File: src/rtl/fifo_drain.sv
// fifo_drain: pulls words out of an upstream FIFO in bursts (auto-burst on
// an occupancy threshold, or a one-shot flush of the current contents) and
// forwards them downstream through a 2-entry skid buffer with valid/ready.
module fifo_drain (
  input  logic        clk,
  input  logic        rst,
  input  logic        fifo_empty,
  input  logic [4:0]  fifo_length,
  input  logic [7:0]  fifo_dataout,
  output logic        readsig,
  input  logic [4:0]  burst_len,
  input  logic        flush,
  output logic        m_valid,
  output logic [7:0]  m_data,
  input  logic        m_ready,
  output logic        busy,
  output logic [15:0] word_count
);

  typedef enum logic {
    IDLE  = 1'b0,
    BURST = 1'b1
  } state_t;

  state_t      state;
  state_t      state_next;
  logic [4:0]  remaining;
  logic [4:0]  remaining_next;
  logic        inflight;
  logic [7:0]  buf0;
  logic [7:0]  buf1;
  logic [1:0]  occ;
  logic [7:0]  buf0_next;
  logic [7:0]  buf1_next;
  logic [1:0]  occ_next;
  logic        xfer;
  logic [2:0]  pending;
  logic        auto_hit;

  // Downstream handshake view; outputs are forced quiet while rst is high.
  always_comb begin
    m_valid = 1'b0;
    m_data  = 8'd0;
    busy    = 1'b0;
    if (rst) begin
      m_valid = 1'b0;
      m_data  = 8'd0;
      busy    = 1'b0;
    end else begin
      m_valid = (occ != 2'd0);
      m_data  = buf0;
      busy    = (state != IDLE) || (occ != 2'd0);
    end
  end

  assign xfer = m_valid && m_ready;

  // Pop request: only pop when the word it returns is guaranteed a slot.
  always_comb begin
    pending  = {1'b0, occ} + {2'b00, inflight} - {2'b00, xfer};
    auto_hit = (burst_len != 5'd0) && (burst_len <= 5'd16) && (fifo_length >= burst_len);
    if (!rst && (state == BURST) && (remaining != 5'd0) && !fifo_empty && (pending < 3'd2)) begin
      readsig = 1'b1;
    end else begin
      readsig = 1'b0;
    end
  end

  // Next-state and burst counter; flush is only looked at in IDLE.
  always_comb begin
    state_next     = state;
    remaining_next = remaining;
    case (state)
      IDLE: begin
        if (auto_hit) begin
          state_next     = BURST;
          remaining_next = burst_len;
        end else if (flush && !fifo_empty) begin
          state_next     = BURST;
          remaining_next = fifo_length;
        end else begin
          state_next     = IDLE;
          remaining_next = remaining;
        end
      end
      BURST: begin
        if ((remaining == 5'd0) && !inflight) begin
          state_next     = IDLE;
          remaining_next = 5'd0;
        end else if (readsig) begin
          state_next     = BURST;
          remaining_next = remaining - 5'd1;
        end else begin
          state_next     = BURST;
          remaining_next = remaining;
        end
      end
      default: begin
        state_next     = IDLE;
        remaining_next = 5'd0;
      end
    endcase
  end

  // Skid buffer: retire the head on a transfer, then append the returning word.
  always_comb begin
    buf0_next = buf0;
    buf1_next = buf1;
    occ_next  = occ;
    if (xfer) begin
      buf0_next = buf1;
      occ_next  = occ - 2'd1;
    end else begin
      occ_next  = occ;
    end
    if (inflight) begin
      if (occ_next == 2'd0) begin
        buf0_next = fifo_dataout;
      end else begin
        buf1_next = fifo_dataout;
      end
      occ_next = occ_next + 2'd1;
    end else begin
      buf1_next = buf1_next;
    end
  end

  // State, counters and skid storage registers.
  always_ff @(posedge clk) begin
    if (rst) begin
      state      <= IDLE;
      remaining  <= 5'd0;
      inflight   <= 1'b0;
      buf0       <= 8'd0;
      buf1       <= 8'd0;
      occ        <= 2'd0;
      word_count <= 16'd0;
    end else begin
      state      <= state_next;
      remaining  <= remaining_next;
      inflight   <= readsig;
      buf0       <= buf0_next;
      buf1       <= buf1_next;
      occ        <= occ_next;
      word_count <= word_count + {15'd0, xfer};
    end
  end

endmodule
File: config.mk
export PLATFORM = sky130hd
export DESIGN_NAME = fifo_drain
export DESIGN_NICKNAME = d
export VERILOG_FILES = /design/src/rtl/fifo_drain.sv
export SDC_FILE = /design/constraint.sdc
export NUM_CORES = 1
export LEC_CHECK = 0
export ABC_CLOCK_PERIOD_IN_PS = 3400
export CORE_MARGIN = 4
export CORE_UTILIZATION = 35
export CTS_CLUSTER_DIAMETER = 60
export CTS_CLUSTER_SIZE = 30
export DETAILED_ROUTE_END_ITERATION = 10
export HOLD_SLACK_MARGIN = 0.06
export MAX_ROUTING_LAYER = met4
export SKIP_LAST_GASP = 1
export SLEW_MARGIN = 20
export SYNTH_ARGS = -nofsm -noshare
export SYNTH_HDL_FRONTEND = slang
export SYNTH_SLANG_ARGS = --single-unit
export TNS_END_PERCENT = 5
File: constraint.sdc
create_clock -name clk -period 3.4 [get_ports clk]
set_input_delay 0.68 -clock clk [delete_from_list [all_inputs] [get_ports clk]]
set_output_delay 0.68 -clock clk [all_outputs]
set_load 0.1 [all_outputs]
# Yosys cells after proc, flatten, opt, wreduce, memory -nomap -nowiden
# Cells that the tools add are included.
[word_totals] ff_bits=41 input_bits=23 output_inout_bits=27 word_cells=58
[op_classes] n_addsub=6 order_cmp=3 n_eq_ne=2 mux=18 bitwise_logic=2 reduce_logical=20
[ops] cell="$mux 8" n=4
[ops] cell="$mux 5" n=4
[ops] cell="$add 16x1->16" n=1
[ops] cell="$pmux 5 s2" n=1
[ops] cell="$reduce_bool 5->1" n=2
[ops] cell="$logic_and 1x1->1" n=9
[ops] cell="$mux 1" n=6
[ops] cell="$ge 5x5->1" n=1
[ops] cell="$le 5x5->1 const B" n=1
[ops] cell="$logic_not 5->1" n=1
[ops] cell="$sub 5x1->5 const B" n=1
[ops] cell="$mux 2" n=2
[ops] cell="$reduce_and 2->1" n=2
[ops] cell="$add 2x1->3" n=1
[ops] cell="$logic_not 1->1" n=3
[ops] cell="$lt 3x2->1 const B" n=1
[ops] cell="$ne 3x2->1 const B" n=1
[ops] cell="$ne 3x3->1 const B" n=1
[ops] cell="$sub 3x1->3" n=1
[ops] cell="$add 2x1->2 const B" n=1
[ops] cell="$logic_not 2->1" n=1
[ops] cell="$not 1->1" n=2
[ops] cell="$pmux 1 s2" n=1
[ops] cell="$reduce_bool 2->1" n=1
[ops] cell="2 further kinds" n=2

# Logic depth before layout (Yosys ltp)
[logic_depth] depth_word=10 depth_mapped=16 ltp_nobuf=14

# Worst setup path after synthesis
# No wires, ideal clock.
[synth_path] kind="input-to-output" from="in rst" to="out readsig" arrival_time_ns=2.880 required_ns=2.720 path_slack_ns=-0.160 stages=11 n_path_buf=3 path_cell_list="clkbuf_1 nor3b_2 buf_2 nor2_1 or2_2 ha_1 inv_1 fa_1 nor4bb_1 and3_1 buf_6"
[synth_between] elab_chain_len=6 word_cells_on_any_way=10 cone_classes="1 x add/sub; 1 x order compare; 2 x mux; 6 x reduce/logical"
[synth_lines] item="start: declaration" line_no="6" text="input logic rst,"
[synth_lines] item="$mux 1 or $logic_not 1->1 (tied branches)" line_no="45, 62"
[synth_lines] item="$logic_and 1x1->1, on equally long branches" line_no="56, 62"
[synth_lines] item="$sub 3x1->3 or $logic_and 1x1->1 (tied branches)" line_no="60, 62"
[synth_lines] item="$lt 3x2->1 or $logic_and 1x1->1 (tied branches)" line_no="62" text="if (!rst && (state == BURST) && (remaining != 5'd0) && !fifo_empty && (pending < 3'd2)) begin"
[synth_lines] item="$logic_and 1x1->1 *" line_no="62"
[synth_lines] item="$mux 1 *" line_no="62"
[synth_lines] item="end: declaration" line_no="10" text="output logic readsig,"
# Mark *: on every way between the ends. The rest lies on a longest branch, timed or not.

# Worst setup path after layout
[layout_path] from="in m_ready" to="out readsig"
[layout_between] elab_chain_len=5
[layout_lines] item="start: declaration" line_no="15" text="input logic m_ready,"
[layout_lines] item="$logic_and 1x1->1" line_no="56" text="assign xfer = m_valid && m_ready;"
[layout_lines] item="$sub 3x1->3" line_no="60" text="pending = {1'b0, occ} + {2'b00, inflight} - {2'b00, xfer};"
[layout_lines] item="$lt 3x2->1" line_no="62"
[layout_lines] item="$logic_and 1x1->1" line_no="62"
[layout_lines] item="$mux 1" line_no="62"
# No other way between the ends.

==> impl_metrics.ini <==
[status]
status = complete, no violations

[setup_path]
rr_worst_depth = 15
crit_fanout = 3
crit_required_ns = 2.72
worstPathCellList = dlygate4sd2_1 > nor3b_4 > and2_4 > or2_4 > ha_4 > inv_2 > fa_1 > nor4bb_4 > and3_4 > buf_12
critPathLaunchType = primary input
crit_path_end_kind = output port
worstSetupPathDepth = 10
worstSetupPathType = in2out
slowest_stage = fa_1
path_delay_family = simple AND/OR/NAND/NOR gates
cpPeakStageDelay_ns = 0.47
arrival_ns = 2.65
worst-path-buf-inv = 3

[synth]
yosysTopAreaCellShare = 0.360
yosys.area.top_type = dfxtp_1
ys_seq_area_frac = 0.360
netlist_instances = 261
synth_area_um2 = 2280
synth_edf_count = 0
synth_nets = 296
synth-seq-cells = 41
synthTopCellsByArea = dfxtp_1 (36%), mux2i_1 (7.0%), nor2_1 (6.7%)
yosysWarnings = 0
synth_cell_types = 47
synth_area_per_cell_um2 = 8.74
async_reset_ff_frac = 0
ys.flop_type = dfxtp_1

[timing]
slew_viol_final = 0
fin_crit_sh = 0.979
fin_worst_skew_ns = 0.00324
worstMarginPinSlew_ns = 0.961
hold_viol = 0
fmax_mhz = 300
fin_setup_tns_ns = 0
maxSlewHeadroom = 0.357
period_minus_slack_ns = 3.33
setup_viol = 0
hold_slack_ns = 0.503

[route]
dr.first_iter.drc_count = 70
via_per_inst = 4.97
wl_per_cell_um = 13.6
drcViolationCount = 0
num_vias = 1957
first_pass_iters = 4
ant_nets = 0
routed_wl_um = 5370

[final_layout]
diodes = 0
fillCellCount = 618
fin_util = 0.474
final_nets = 351
layout_common_cells = nor2_1 (41), dfxtp_1 (40), buf_4 (36), clkdlybuf4s50_1 (21), mux2i_1 (16)
final_cell_area_um2 = 3010
final_common_cell = nor2_1
syn2layout_area_growth_pct = 32.0
drive_above_1_share = 0.208

[clocking]
cts_sinks = 41
clock_path_buffers = 2
path_clk_slew_ns = 0.08
h-tree-depth = 2
cts_tree = yes
clock-root-buffer = clkbuf_8
clk_latency_ns = 0.29
cts_made_buffers = 5

[placement]
gp_congestion = 0.786
port_buffers = 49
dp_hpwl_um = 3860
placed_cell_area_um2 = 2820

[grt]
grt_pass1_vias = 1853
antenna_found_initial = 0
grt_pass1_wl_um = 8830
gr-total-overflow = 0
grt_max_degree = 53
track_usage = 0.147

[floorplanning]
die_h_um = 88.7
die-area_um2 = 7870
initial_utilization = 0.359
rows = 29
core_um2 = 6350
die_x_um = 88.7
ios = 50

[worst_hold_path]
hold_class = reg2reg
holdPathStages = 2

[run]
cap_violations = 0

[pwr]
vdd_drop_max_mv = 0.230
powerDensity_nw_per_um2 = 430
p_leak_nw = 1.22
total_power_w = 0.00130
## state kept, by name, indices dropped and copies added (netlist names)
name        count
buf0            8
word_count     16
inflight        1
occ             2
state           1
buf1            8
remaining       5
## logic make-up after synthesis
family / Yosys count / synth area share
muxes: 16 / 0.0702
and+or+nand+nor: 99 / 0.234
adders and majority gates: 12 / 0.0691
AOI/OAI and AO/OA: 49 / 0.151
xor gates and xnor gates: 18 / 0.0691
DFF: 41 / 0.360
buffers and inverters: 26 / 0.0472
## what timing repair did
item	CTS	global route
hold buffers	0	0
buffers inserted	1	2
endpoints found under the setup margin	1	1
resized for setup	7	7
pin swaps	3	5
gates cloned	0	0
## cells in the mapped netlist, drive strengths merged (2+ instances only)
cell type / instances
a211oi: 10
a21o: 3
a21oi: 12
a22oi: 2
a311o: 2
a31oi: 2
and2: 5
and3: 9
buf: 3
clkbuf: 9
dfxtp: 41
ha: 11
inv: 14
mux2i: 16
nand2: 9
nand2b: 3
nand3: 7
nor2: 42
nor2b: 12
nor3: 5
nor3b: 2
o21ai: 9
o22ai: 2
xnor2: 7
xor2: 11
## where the power goes
part | switching [W] | internal [W] | leakage (nW)
combinational | 0.000212 | 0.000151 | 0.833
sequential | 0.0000230 | 0.000504 | 0.332
clock | 0.000166 | 0.000239 | 0.0585
## layout make-up
class                           instances  area, um^2  share of cell area
Clock buffer                            7        86.3              0.0287
Clock inverter                          1        30.0             0.00998
Inverter                               14        52.6              0.0175
Multi-Input combinational cell        194        1410               0.468
Sequential cell                        41         822               0.273
Tap cell                               77        96.3              0.0320
Timing Repair Buffer                   60         514               0.171
## metrics by stage
step,setup slack (ns),cells
after floorplan,0.00993,261
after global placement,-0.246,383
after detailed placement,-0.265,383
after CTS,0.0491,392
after global routing,-0.0129,394
final,0.0720,394
## worst reg2reg max path: cells and delay by family, from the launching register on
| kind | cells | cell delay, ns |
|---|---|---|
| AOI/OAI and AO/OA | 1 | 0.23 |
| adders and majority gates | 3 | 0.76 |
| buffers and inverters | 3 | 0.22 |
| DFF | 1 | 0.33 |
| and+or+nand+nor | 8 | 1.29 |
## per-layer routing
layer | global-route usage | up-vias | wire length (um)
met4 | 0.0412 | 0 | 38
met2 | 0.213 | 38 | 2420
li1 | - | 1007 | -
met1 | 0.198 | 908 | 2650
met3 | 0.0419 | 4 | 263
met5 | - | - | 0
## path summary, 6_finish.rpt
| check | slack (ns) | from | endpoint |
|---|---|---|---|
| max | 0.07 | m_ready | readsig |
| min | 0.50 | buf1[2] | buf1[2] |
| max reg2reg | 0.47 | occ[0] | remaining[0] |
| min reg2reg | 0.50 | buf1[2] | buf1[2] |
(Power assumes the default switching activity.)
